--- src/rtl/lock_pkg.sv ---
// Shared definitions for the keypad lock datapath.
// Holds the key-class constants, the entry-buffer state encoding and the
// key classification helpers used by the entry buffer and the code unit.
package lock_pkg;

  localparam logic [3:0] KEY_CANCEL = 4'd7;
  localparam logic [3:0] KEY_REPRO  = 4'd8;
  localparam logic [3:0] KEY_LOCK   = 4'd9;
  localparam logic [3:0] MAX_DIGIT  = 4'd6;

  typedef enum logic [1:0] {
    EMPTY   = 2'd0,
    PARTIAL = 2'd1,
    FULL    = 2'd2,
    OVER    = 2'd3
  } entry_state_e;

  // Digit keys are 0..MAX_DIGIT.
  function automatic logic is_digit(input logic [3:0] key);
    return (key <= MAX_DIGIT);
  endfunction

  // Command keys are cancel, repro and lock (7..9). Keys above 9 are neither.
  function automatic logic is_command(input logic [3:0] key);
    return (key >= KEY_CANCEL) && (key <= KEY_LOCK);
  endfunction

endpackage

--- src/rtl/code_entry_buffer.sv ---
// Digit entry buffer: shift register, digit count and entry state machine.
// Ports:
//   clk, resetN     clock, asynchronous active-low reset
//   keypress, rdy   key value and its one-cycle valid strobe
//   flush           forces the buffer empty and blocks digits (error/success blink)
//   entry_code      buffered digits, most recent in the low nibble
//   digit_count     digits buffered, saturating at CODE_LEN+1
//   full, over      exactly CODE_LEN digits / more than CODE_LEN digits
module code_entry_buffer
  import lock_pkg::*;
#(
  parameter int CODE_LEN = 4
) (
  input  logic                    clk,
  input  logic                    resetN,
  input  logic [3:0]              keypress,
  input  logic                    rdy,
  input  logic                    flush,
  output logic [4*CODE_LEN-1:0]   entry_code,
  output logic [3:0]              digit_count,
  output logic                    full,
  output logic                    over
);

  localparam int W = 4 * CODE_LEN;

  entry_state_e   state_q, state_d;
  logic [W-1:0]   code_q, code_d;
  logic [3:0]     cnt_q, cnt_d;
  logic           digit_stb;
  logic           cmd_stb;

  assign digit_stb = rdy & is_digit(keypress);
  assign cmd_stb   = rdy & is_command(keypress);

  always_comb begin
    state_d = state_q;
    code_d  = code_q;
    cnt_d   = cnt_q;
    // Flush wins over a coincident digit; a command clears on the next edge
    // while the top level still sees the pre-clear contents this cycle.
    if (flush | cmd_stb) begin
      state_d = EMPTY;
      code_d  = '0;
      cnt_d   = '0;
    end else if (digit_stb) begin
      code_d = {code_q[W-5:0], keypress};
      case (state_q)
        EMPTY: begin
          cnt_d   = 4'd1;
          state_d = PARTIAL;
        end
        PARTIAL: begin
          cnt_d = cnt_q + 4'd1;
          if (cnt_d == 4'(CODE_LEN)) state_d = FULL;
        end
        FULL: begin
          cnt_d   = 4'(CODE_LEN + 1);
          state_d = OVER;
        end
        OVER: begin
          // Count saturates; the buffer keeps shifting.
          cnt_d = 4'(CODE_LEN + 1);
        end
        default: begin
          state_d = EMPTY;
          cnt_d   = '0;
        end
      endcase
    end
  end

  always_ff @(posedge clk or negedge resetN) begin
    if (!resetN) begin
      state_q <= EMPTY;
      code_q  <= '0;
      cnt_q   <= '0;
    end else begin
      state_q <= state_d;
      code_q  <= code_d;
      cnt_q   <= cnt_d;
    end
  end

  assign entry_code  = code_q;
  assign digit_count = cnt_q;
  assign full        = (state_q == FULL);
  assign over        = (state_q == OVER);

endmodule

--- src/rtl/keypad_code_unit.sv ---
// Keypad-side datapath for the lock controller.
// Accumulates digits, holds the user code, the pending new code and the lock
// flag, and produces the match/ValidUC qualifiers the controller samples on
// command keys.
// Ports:
//   clk, resetN          clock, asynchronous active-low reset
//   keypress, rdy        key value and one-cycle valid strobe
//   CheckPC              compare entry against the programming code
//   CheckValidUC         new-code entry phase
//   confirmUC            compare entry against the pending code
//   ToggleLED1           one-cycle pulse that toggles the lock flag
//   error, Chillin       blink states; digits dropped, buffer held empty
//   match, ValidUC       combinational qualifiers from registered state
//   locked               lock flag
//   digit_count          digits buffered (saturates at CODE_LEN+1)
module keypad_code_unit
  import lock_pkg::*;
#(
  parameter int                    CODE_LEN   = 4,
  parameter logic [4*CODE_LEN-1:0] PC_CODE    = 16'h1234,
  parameter logic [4*CODE_LEN-1:0] UC_DEFAULT = 16'h0000
) (
  input  logic       clk,
  input  logic       resetN,
  input  logic [3:0] keypress,
  input  logic       rdy,
  input  logic       CheckPC,
  input  logic       CheckValidUC,
  input  logic       confirmUC,
  input  logic       ToggleLED1,
  input  logic       error,
  input  logic       Chillin,
  output logic       match,
  output logic       ValidUC,
  output logic       locked,
  output logic [3:0] digit_count
);

  localparam int W = 4 * CODE_LEN;

  logic [W-1:0] entry_code;
  logic [W-1:0] reference;
  logic         full;
  logic         over;
  logic         entry_ok;
  logic         repro_stb;

  logic [W-1:0] pending_q, pending_d;
  logic [W-1:0] user_code_q, user_code_d;
  logic         locked_q, locked_d;

  code_entry_buffer #(
    .CODE_LEN (CODE_LEN)
  ) u_entry (
    .clk         (clk),
    .resetN      (resetN),
    .keypress    (keypress),
    .rdy         (rdy),
    .flush       (error | Chillin),
    .entry_code  (entry_code),
    .digit_count (digit_count),
    .full        (full),
    .over        (over)
  );

  // full and over are mutually exclusive; an overflowed entry never qualifies.
  assign entry_ok  = full & ~over;
  assign repro_stb = rdy & (keypress == KEY_REPRO);

  always_comb begin
    if (CheckPC)        reference = PC_CODE;
    else if (confirmUC) reference = pending_q;
    else                reference = user_code_q;
  end

  assign match   = entry_ok & (entry_code == reference);
  assign ValidUC = entry_ok & (entry_code != PC_CODE);

  always_comb begin
    pending_d   = pending_q;
    user_code_d = user_code_q;
    locked_d    = locked_q;
    if (CheckValidUC & repro_stb & ValidUC) begin
      pending_d = entry_code;
    end else if (confirmUC & repro_stb & match) begin
      user_code_d = pending_q;
      pending_d   = '0;
    end
    if (ToggleLED1) locked_d = ~locked_q;
  end

  always_ff @(posedge clk or negedge resetN) begin
    if (!resetN) begin
      pending_q   <= '0;
      user_code_q <= UC_DEFAULT;
      locked_q    <= 1'b0;
    end else begin
      pending_q   <= pending_d;
      user_code_q <= user_code_d;
      locked_q    <= locked_d;
    end
  end

  assign locked = locked_q;

endmodule

--- config.mk ---
export PLATFORM = sky130hd
export DESIGN_NAME = keypad_code_unit
export DESIGN_NICKNAME = d
export VERILOG_FILES = /design/src/rtl/lock_pkg.sv /design/src/rtl/code_entry_buffer.sv /design/src/rtl/keypad_code_unit.sv
export SDC_FILE = /design/constraint.sdc
export NUM_CORES = 1
export LEC_CHECK = 0
export CAP_MARGIN = 5
export CORE_ASPECT_RATIO = 0.9
export CORE_MARGIN = 10
export CORE_UTILIZATION = 45
export DETAILED_ROUTE_END_ITERATION = 8
export GPL_TIMING_DRIVEN = 0
export HOLD_SLACK_MARGIN = 0.02
export PLACE_DENSITY = 0.73
export REMOVE_ABC_BUFFERS = 1
export SLEW_MARGIN = 30
export SYNTH_ARGS = -nofsm -noshare
export SYNTH_HDL_FRONTEND = slang
export SYNTH_HIERARCHICAL = 1
export SYNTH_SLANG_ARGS = --single-unit
--- constraint.sdc ---
create_clock -name clk -period 3.5 [get_ports clk]
set_input_delay 1.05 -clock clk [delete_from_list [all_inputs] [get_ports clk]]
set_output_delay 1.05 -clock clk [all_outputs]
set_load 0.05 [all_outputs]
Word-level counts from Yosys, hierarchy flattened
Index checks and enable logic that the tools add are counted.

word-level totals
  register bits = 55
  bits in latches = 0
  bits in writable memories = 0
  ROM bits = 0
  input port bits = 13
  output and inout port bits = 7
  word-level logic and storage cells = 54
  memories kept = 0

operators by class
  $add $sub $neg = 1
  multiply operators = 0
  divide/modulo/power cells = 0
  order comparisons = 3
  equality and inequality tests = 8
  shift operators = 0
  mux-type cells = 13
  bitwise logic cells = 15
  reduce and logical (&&, ||, !) cells = 8

operator list
  kind                                                     number
  two-way mux 16 bit                                       6
  == test 16 bit                                           1
  inequality test 16 x 13 -> 1 bit, second input constant  1
  one-hot mux 4 bit (3 select lines)                       1
  AND 1 bit                                                10
  two-way mux 4 bit                                        2
  two-way mux 2 bit                                        3
  one-hot mux 2 bit (3 select lines)                       1
  adder 4 x 1 -> 4 bit, second input constant              1
  == test 2 bit, second input constant                     2
  == test 4 x 3 -> 1 bit, second input constant            1
  == test 4 bit, second input constant                     1
  >= comparator 4 x 3 -> 1 bit, second input constant      1
  <= comparator 4 x 3 -> 1 bit, second input constant      1
  <= comparator 4 bit, second input constant               1
  nonzero test 2 bit                                       2
  nonzero test 4 bit                                       1
  inequality test 3 x 1 -> 1 bit, second input constant    1
  inverter 1 bit                                           3
  AND reduction 3 bit                                      1
  == test 2 x 1 -> 1 bit, second input constant            1
  logical NOT 2 bit                                        1
  bitwise OR 1 bit                                         2
  AND reduction 2 bit                                      1
  2 further kinds                                          2

Longest topological paths before layout
Gate-level depths: netlist (run 1).

  depth in word-level cells = 7
  depth in mapped cells = 10
  depth with buffers taken out = 8

Hierarchy
Netlist (run 1), hierarchy kept.

modules (own cells, without submodules)
  module             instances  cells each  area each (um^2)  sequential area each (um^2)
  keypad_code_unit   1          181         2,052.0           825.8
  code_entry_buffer  1          119         1,124.8           550.5

Worst setup path after synthesis (run 1)
OpenSTA, ideal clock, no wires.

  path kind = input -> output
  start = in confirmUC
  end = out match
  arrival = 3.444 ns
  required time = 2.450 ns
  slack = -0.994 ns
  stages on the path = 8
  path buffers = 2
  path through = buf_6 > buf_6 > mux2i_1 > nor2_1 > xnor2_1 > nand3_1 > or4_1 > nor3_1

on the way
  longest elaborated chain between the ends = 4

RTL lines
  item                line                    text
  from (decl)         keypad_code_unit.sv:29  input logic confirmUC,
  two-way mux 16 bit  keypad_code_unit.sv:72  else if (confirmUC) reference = pending_q;
  two-way mux 16 bit  keypad_code_unit.sv:71  if (CheckPC) reference = PC_CODE;
  == test 16 bit      keypad_code_unit.sv:76  assign match = entry_ok & (entry_code == reference);
  AND 1 bit           keypad_code_unit.sv:76
  to (decl)           keypad_code_unit.sv:33  output logic match,

No other way between the ends.

Worst setup path after layout (run 1)
Ends and elaborated chain as after synthesis.

==> reports/qor.csv, run 1 <==
metric,value,unit
ant_nets,0,
cts.sinks,55,
crit_top_cell,buf_6,
wl_met3,441,um
clk_pin_slew_worst_paths,0.10,ns
die_area,10800,um^2
worstSetupStartpointType,input port,
dr.max_layer_used,met4,
antenna_found_initial,0,
crit_chain,buf_16 > buf_6 > mux2i_4 > or3_4 > nand3_1 > or4_4 > nor3_4 > buf_6,
cp_max_fo,7,
drc,0,
max_cap_viol_count,0,
fmax,0.264,GHz
grt_start_max_net_pins,39,
antenna_cells,0,
max-vdd-ir-drop,0.152,mV
ioPinCount,20,
hold_path_class,flop to flop,
yosysUniqueCellTypes,55,
syn_area,3180,um^2
path_delay_family,simple AND/OR/NAND/NOR gates,
final_hold_viol_count,0,
syn_area_per_cell,10.6,um^2
clock_path_buffers,2,
vias_per_cell,5.71,
cts_buffers,5,
timing.final.ws_setup,-0.291,ns
gr-usage-all-layers,13.0,%
synth_area_leader_cell,dfrtp_1,
core-area,6730,um^2
relSlewSlack,41.1,%
maxSlewViolCount,0,
hp-start,locked,
yosysMostFrequentCell,dfrtp_1,
cp_slowest_cell,or4_4,
final_area,3710,um^2
min_period,3.79,ns
grt.overflow.total,0,
insertion_delay,0.31,ns
clock-skew-final,0.00600,ns
yosys-top-cells-area,"dfrtp_1 43%, mux2i_1 8.8%, mux2_4 6.6%",
cts_max_level,2,
wl_met2,3.11,mm
synth_top_area_share,43.3,%
cpPeakStageDelay,0.56,ns
m1WireLength,3.31,mm
grt_pass1_wl,11.5,mm
num-nets-final,342,
ctsRootBufferMaster,clkbuf_8,
cp.required,2.45,ns
cts_tree,yes,
dp_hpwl,4.65,mm
drive_gt1_share,21.4,%
report.final.setup_viol,1,
finalCritPeriodShare,108,%
num_rows,28,
place_ws,-1.78,ns
yosys_warnings,6,
power_density,317,nW/um^2
synth_ff_type,dfrtp_1,
initial_utilization,47.2,%
criticalPathCategory,input port to output pin,
dieWidth,109,um
grt_pass1_vias,2332,
ys_ff_latch,55,
endpoint_kind,output pin,
gp_congestion,0.851,
ys_seq_area_share,43.3,%
rsz0062_at_grt,true,
synth_edf_count,0,
worstPathArrival,2.74,ns
areaGrowthSynthToFinish,16.7,%
die_y,99.7,um
worstReg2RegStart,u_entry/state_q[0],
violations,negative setup slack,
synth_common_cells,"55 x dfrtp_1, 31 x nand2_1, 28 x mux2i_1, 28 x nor2_1, 19 x a21oi_1",
tightest_slew,0.883,ns
async_flop_share,100,%
dr.pass1.iters,5,
placed_area,3420,um^2
via_count,2359,
outcome,"finished, violations left",
wirelength,6.96,mm
worst-path-buf-inv,3,
portBuffers,19,
power.leakage,1.72,nW
syn_inst,300,
wl_per_cell,16.8,um
drt_iter0_drc,232,
crit_start,confirmUC,
[timing repair]
action / CTS / global route
pin swaps: 2 / 4
gates resized for setup: 23 / 19
hold buffers: 0 / 0
setup buffers: 4 / 3
setup endpoints to repair: 34 / 13
[final cells by class]
class / count / area, um^2
fillers: 600 / 3020
multi-input cells: 225 / 1770
flip-flops and latches: 55 / 1380
repair buffers: 29 / 322
well taps: 90 / 113
clock buffers: 8 / 100
inverters: 6 / 22.5
[power by group]
part	internal (mW)	total, mW	switching, mW
registers	0.643	0.650	0.00700
logic	0.0544	0.139	0.0847
clock network	0.181	0.386	0.205
total	0.878	1.17	0.297
[cell families (layout without fill, tap and decap cells)]
group                      after synthesis  in the layout  share of synthesized area [%]
and+or+nand+nor                        113            113                           19.3
DFF                                     55             55                           43.3
muxes                                   51             51                           18.6
AOI/OAI and AO/OA                       45             45                           9.77
buffers and inverters                   20             43                           3.78
xor gates and xnor gates                 9              9                           2.48
adders and majority gates                7              7                           2.76
[worst reg2reg max path: stages (launching register included)]
cell and delay, ns:
dfrtp_1 0.43, inv_1 0.11, ha_1 0.19, nor2b_2 0.32, nor4b_1 0.33, o22ai_1 0.12
or4_4 0.54, nor3_4 0.25, buf_6 0.23, mux2_2 0.35
[per-stage QoR]
step | power (mW) | hold slack [ns] | instances | util [%] | setup TNS (ns)
finish | 1.17 | 0.472 | 413 | 55.1 | -0.291
floorplan | 0.723 | 0.457 | 286 | - | -0.785
CTS | 1.18 | 0.481 | 410 | 53.6 | -0.309
detailed placement | 0.788 | 0.465 | 398 | 50.9 | -23.91
global route | 1.22 | 0.500 | 413 | 55.1 | -0.361
global placement | 0.784 | 0.455 | 395 | 50.3 | -70.92
[flip-flops by register name, summed over array words and instances, names as in the netlist]
signal and count:
u_entry/state_q 2, user_code_q 16, pending_q 16, u_entry/digit_count 4
locked 1, u_entry/entry_code 16
[cell usage in the layout, fill, tap and decap left out, drive strengths merged, types with 2 or more instances in the layout]
cell	instances
nor2b	3
or2	2
xnor2	7
o211ai	2
nand3	8
and3	3
clkdlybuf4s50	14
nor3b	2
nand4	6
dfrtp	55
nand2	31
inv	6
mux2i	28
a21oi	19
clkbuf	8
nor4b	5
o21ai	6
nand3b	3
ha	7
or3	5
mux2	23
nor2	28
nor3	5
o221ai	2
buf	14
o21bai	3
xor2	2
nand2b	3
or4	4
o22ai	5
[per-layer routing]
metal / up-vias / track usage (%)
met4: 0 / 3.85
met3: 9 / 3.48
li1: 1124 / -
met1: 1170 / 18.1
met5: - / 0
met2: 56 / 19.2
[worst paths after layout]
kind | slack [ns] | endpoint | cells after the start
setup / recovery | -0.29 | match | 8
hold / removal | 0.47 | locked | 1
setup reg to reg | 0.53 | user_code_q[12] | 9
hold reg to reg | 0.47 | locked | 1
max in group asynchronous | 2.43 | pending_q[8] | 2
min in group asynchronous | 0.59 | user_code_q[4] | 1
Note: power is estimated with default switching activity, not from simulation.
==> run 2, diff against run 1 <==
CORE_MARGIN = 2   (was 10)
SYNTH_HIERARCHICAL = default   (was 1)
==> run 2 against run 1 <==
Net effect: the flow still finishes with violations (negative setup slack); via count fell by 4.9%; first-iteration DRC count fell by 43%; routed wire length fell by 9.2%; hold slack improved by 0.0039 ns; final cell count fell by 4.1%; non-clock buffer count fell by 3; register-to-register slack improved by 0.39 ns; flip-flop and latch count did not move; count of clock-buffer cells in the layout fell by 2; synthesized cell count fell by 3.7%; combinational power fell by 8%; highest routed layer unchanged.
==> reports/qor.csv, run 2 <==
metric,value,unit,change
layout_common_cells,"55 x dfrtp_1, 39 x a21oi_1, 34 x nand2_1",,
die_y,81.5,um,-18%
hold_path_class,flop to flop,,
cp_slowest_cell,mux2_2,,
cts_buffers,5,,unchanged
yosysMostFrequentCell,dfrtp_1,,
syn_area,3000,um^2,-5.4%
placed_area,3240,um^2,-5.4%
antenna_cells,0,,unchanged
grt_start_max_net_pins,34,,-13%
place_ws,-2.06,ns,-0.289 ns
drc,0,,unchanged
wirelength,6.32,mm,-9.2%
p_sw,0.300,mW,+1.3%
synth_top_area_share,45.8,%,+2.5 points
ant_nets,0,,unchanged
cts_tree,yes,,
drive_gt1_share,18.6,%,-2.7 points
initial_utilization,46.1,%,-1.1 points
antenna_found_initial,0,,unchanged
worstSetupStartpointType,input port,,
wl_per_cell,16.0,um,-5.3%
grt-busiest-layer,met2,,
synth_common_cells,"55 x dfrtp_1, 40 x a21oi_1, 34 x nand2_1",,
via_count,2244,,-4.9%
clock_path_buffers,2,,unchanged
num-nets-final,324,,-5.3%
grt.overflow.total,0,,unchanged
swShare,24.5,%,-0.77 points
dr.pass1.iters,4,,-1
final_common_cell,dfrtp_1,,
relSlewSlack,48.2,%,+7.1 points
syn_inst,289,,-3.7%
report.final.setup_viol,1,,unchanged
grt_pass1_vias,2239,,-4.0%
synth_ff_type,dfrtp_1,,
clock-skew-final,0.00888,ns,+0.00288 ns
tightest_slew,0.777,ns,-0.106 ns
ioPinCount,20,,unchanged
cts_max_level,2,,unchanged
power.leakage,1.62,nW,-5.3%
final_hold_viol_count,0,,unchanged
holdWs,0.476,ns,+0.00392 ns
cts.sinks,55,,unchanged
crit_chain,buf_16 > mux2_2 > xnor2_1 > a41oi_2 > a221oi_4 > and3_4 > buf_8,,
final_area,3520,um^2,-5.1%
dp_hpwl,4.08,mm,-12%
gp_congestion,0.782,,-8.1%
p_clk_share,36.6,%,+3.7 points
ys_seq_area_share,45.8,%,+2.5 points
p_comb_share,10.4,%,-1.4 points
fin_util,54.0,%,-1.1 points
power_density,349,nW/um^2,+10%
ctsRootBufferMaster,clkbuf_8,,
yosys_warnings,0,,-6
die_area,7350,um^2,-32%
tns,-0.179,ns,+0.112 ns
outcome,"finished, violations left",,
timing.final.ws_setup,-0.179,ns,+0.112 ns
ys_ff_latch,55,,unchanged
violations,negative setup slack,,
portBuffers,19,,unchanged
gr-usage-all-layers,18.3,%,+5.3 points
rsz0062_at_grt,true,,
max_cap_viol_count,0,,unchanged
clk_pin_slew_worst_paths,0.10,ns,about the same
yosysUniqueCellTypes,45,,-18%
min_period,3.68,ns,-0.112 ns
finalCritPeriodShare,105,%,-3.2 points
async_flop_share,100,%,unchanged
worstPathArrival,2.63,ns,-0.11 ns
maxSlewViolCount,0,,unchanged
fmax,0.272,GHz,+3.1%
endpoint_kind,output pin,,
drt_iter0_drc,133,,-43%
vias_per_cell,5.67,,-0.79%
power.internal,0.927,mW,+5.6%
yosys-top-cells-area,"dfrtp_1 46%, mux2i_1 9.3%, a21oi_1 6.7%",,
grt_util_met3,3.39,%,-0.089 points
cpPeakStageDelay,0.38,ns,-0.18 ns
grt_pass1_wl,10.8,mm,-6.0%
max-vdd-ir-drop,0.241,mV,+58%
core-area,6520,um^2,-3.1%
met2_usage,30.2,%,+11 points
cp.required,2.45,ns,about the same
dieWidth,90.1,um,-17%
num_rows,28,,unchanged
criticalPathCategory,input port to output pin,,
insertion_delay,0.32,ns,about the same
synth_area_leader_cell,dfrtp_1,,
met1_usage,25.0,%,+6.9 points
synth_edf_count,0,,unchanged
syn_area_per_cell,10.4,um^2,-1.8%
power_frac_seq,52.9,%,-2.4 points
areaGrowthSynthToFinish,17.1,%,
cp_max_fo,11,,+4
run 2: critical path: cells and delay by family:
| family | cells | cell delay, ns |
|---|---|---|
| simple gates | 1 | 0.25 |
| buf+inv | 2 | 0.27 |
| mux | 1 | 0.38 |
| compound gates | 2 | 0.48 |
| xor+xnor | 1 | 0.20 |
run 2: layer usage:
metal	wire length, um	vias to the layer above
met1	3090	1120
li1	-	1072
met5	0	-
met3	233	7
met4	60	0
met2	2930	45
run 2: power by group through the flow:
stage	Sequential (mW)	Clock (mW)	Combinational [mW]
2_1_floorplan	0.684	0	0.0347
3_3_place_gp	0.662	0	0.115
3_5_place_dp	0.662	0	0.118
4_1_cts	0.650	0.465	0.129
5_1_grt	0.652	0.490	0.139
6_report	0.650	0.450	0.128
run 2: kinds of logic after synthesis:
group                      count (synthesis)  synth area share [%]
adders and majority gates                  6                  2.50
and+or+nand+nor                           92                  16.9
muxes                                     48                  18.1
xor gates and xnor gates                   7                  2.04
AOI/OAI and AO/OA                         61                  11.5
DFF                                       55                  45.8
buffers and inverters                     20                  3.25
run 2: stage by stage:
stage | cells | total power, mW
after floorplan | 272 | 0.719
after global placement | 381 | 0.777
after detailed placement | 382 | 0.780
after CTS | 396 | 1.24
after global routing | 396 | 1.28
final | 396 | 1.23
run 2: timing repair:
action                     4_1_cts  5_1_grt
pin swaps                        1        1
setup endpoints to repair       33        1
setup buffers                    6        0
gates cloned                     0        0
hold buffers                     0        0
resized for setup               30        4
run 2: final timing paths:
path / startpoint / to / slack [ns] / depth (start not counted)
worst max register to register: u_entry.entry_code[3] / user_code_q[15] / 0.92 / 6
min in group asynchronous: resetN / user_code_q[9] / 0.62 / 1
max in group asynchronous: resetN / u_entry.entry_code[15] / 2.41 / 2
worst max-delay path: confirmUC / match / -0.18 / 7
worst min register to register: locked / locked / 0.48 / 1
worst min-delay path: locked / locked / 0.48 / 1
run 2: cell type report:
cell class                 count  area, um^2
sequential                    55        1380
clock buffer                   6        82.6
inverter                       3        13.8
multi-input combinational    214        1610
tap                           90         113
fill                         605        3000
clock inverter                 2        38.8
timing repair buffer          26         283
==> run 3, diff against run 2 <==
--- a/constraint.sdc
+++ b/constraint.sdc
@@ -3,2 +3,2 @@
 set_output_delay 1.05 -clock clk [all_outputs]
-set_load 0.05 [all_outputs]
+set_load 0.1 [all_outputs]
==> run 3 against run 2 <==
Net effect: the flow still finishes with violations (negative setup slack); first-iteration DRC count is the same; via count is the same; total power grew 2.0%; count of clock-buffer cells in the layout is the same; flip-flop and latch count is the same; sequential power is essentially flat; setup slack lost 0.034 ns; clock skew is the same; register-to-register slack is essentially flat; hold slack is the same.
==> reports/qor.csv, run 3 (synthesis results as in run 2) <==
metric,value,unit,change
outcome,"finished, violations left",,
violations,negative setup slack,,
max_cap_viol_count,0,,unchanged
cts_buffers,5,,unchanged
rsz0062_at_grt,true,,
wirelength,6.32,mm,about the same
power_frac_seq,51.9,%,-1.0 points
grt_start_max_net_pins,34,,unchanged
die_area,7350,um^2,unchanged
p_sw,0.325,mW,+8.2%
clk_pin_slew_worst_paths,0.10,ns,about the same
min_path_cells,1,,unchanged
power.internal,0.927,mW,about the same
hold_path_class,flop to flop,,
fin_util,54.1,%,+0.058 points
place_ws,-2.40,ns,-0.331 ns
final_hold_viol_count,0,,unchanged
portBuffers,19,,unchanged
criticalPathCategory,input port to output pin,,
p_clk_share,35.9,%,-0.7 points
gr-usage-all-layers,18.3,%,+0.020 points
worstPathArrival,2.66,ns,+0.03 ns
cts_tree,yes,,
dieWidth,90.1,um,unchanged
ioPinCount,20,,unchanged
r2r_cells,6,,unchanged
wl_per_cell,15.9,um,about the same
fin_cells,396,,unchanged
holdWs,0.476,ns,unchanged
grt_pass1_vias,2239,,unchanged
cp.required,2.45,ns,about the same
num-nets-final,324,,unchanged
crit_start,confirmUC,,
grt_pass1_wl,10.8,mm,about the same
grt.overflow.total,0,,unchanged
areaGrowthSynthToFinish,17.2,%,
dp_hpwl,4.08,mm,unchanged
max-vdd-ir-drop,0.309,mV,+28%
antenna_found_initial,0,,unchanged
worstSetupStartpointType,input port,,
insertion_delay,0.32,ns,about the same
timing.final.ws_setup,-0.213,ns,-0.0345 ns
maxSlewViolCount,0,,unchanged
cts_max_level,2,,unchanged
final_common_cell,dfrtp_1,,
num_rows,28,,unchanged
antenna_cells,0,,unchanged
drt_iter0_drc,133,,unchanged
relSlewSlack,34.7,%,-13 points
finalCritPeriodShare,106,%,+0.98 points
swShare,26.0,%,+1.5 points
tightest_slew,0.977,ns,+0.199 ns
cp_max_fo,11,,unchanged
report.final.setup_viol,1,,unchanged
fin_total_pwr,1.25,mW,+2.0%
core-area,6520,um^2,unchanged
power.leakage,1.63,nW,+0.36%
r2r_setup_slack,0.92,ns,about the same
power_density,356,nW/um^2,+1.9%
fillers,603,,-0.33%
ant_nets,0,,unchanged
via_count,2244,,unchanged
drive_gt1_share,18.6,%,unchanged
layout_common_cells,"55 x dfrtp_1, 39 x a21oi_1, 34 x nand2_1",,
clock_path_buffers,2,,unchanged
hold_buffers,0,,unchanged
dp.cells,382,,unchanged
p_comb_share,12.2,%,+1.8 points
dr.pass1.iters,4,,unchanged
worstReg2RegEnd,user_code_q[15],,
drc,0,,unchanged
vias_per_cell,5.67,,unchanged
crit_end,match,,
ctsRootBufferMaster,clkbuf_8,,
die_y,81.5,um,unchanged
initial_utilization,46.1,%,unchanged
cts.sinks,55,,unchanged
fmax,0.269,GHz,-0.93%
endpoint_kind,output pin,,
gp_congestion,0.782,,unchanged
min_period,3.71,ns,+0.0345 ns
clock-skew-final,0.00888,ns,unchanged
worstReg2RegStart,u_entry.entry_code[3],,
run 3: worst min path at each step:
stage | start | end | slack, ns
after global routing | locked | locked | 0.52
after floorplan | user_code_q[2] | user_code_q[2] | 0.47
after CTS | locked | locked | 0.47
after detailed placement | locked | locked | 0.46
after global placement | locked | locked | 0.45
final | locked | locked | 0.48
run 3: what timing repair did:
| item | in CTS | in global routing |
|---|---|---|
| buffers inserted | 6 | 0 |
| pin swaps | 1 | 1 |
| endpoints found under the setup margin | 34 | 1 |
| gates resized for setup | 32 | 4 |
run 3: cell type report:
cell class	count	area, um^2	area share, %
multi-input cells	214	1610	45.8
repair buffers	26	287	8.13
flip-flops and latches	55	1380	39.1
well taps	90	113	3.20
inverters	3	13.8	0.391
clock inverters	2	38.8	1.10
clock buffers	6	82.6	2.34
run 3: per-stage QoR:
step | TNS, ns | cell area (um^2)
after floorplan | -0.743 | 2920
after global placement | -51.83 | 3220
after detailed placement | -14.71 | 3240
after CTS | -0.174 | 3500
after global routing | -0.260 | 3520
final | -0.213 | 3520
run 3: worst max-delay path, stage by stage:
cell,delay [ns]
buf_16,0.12
mux2_2,0.38
xnor2_1,0.20
a41oi_2,0.18
a221oi_4,0.30
and3_4,0.25
buf_12,0.17
run 3: power groups by stage:
stage | registers [mW] | logic, mW | clock network (mW)
2_1_floorplan | 0.708 | 0.0349 | 0
3_3_place_gp | 0.662 | 0.139 | 0
3_5_place_dp | 0.662 | 0.142 | 0
4_1_cts | 0.650 | 0.153 | 0.465
5_1_grt | 0.652 | 0.164 | 0.490
6_report | 0.650 | 0.153 | 0.450
run 3: metal layers:
metal  vias up  share of wire, %  wire length [um]  track usage [%]
met4         0              0.95                60             5.23
li1       1072                 -                 -                -
met2        45                46              2930             30.2
met1      1120                49              3090             25.0
met3         7               3.7               233             3.39
met5         -                 0                 0                0
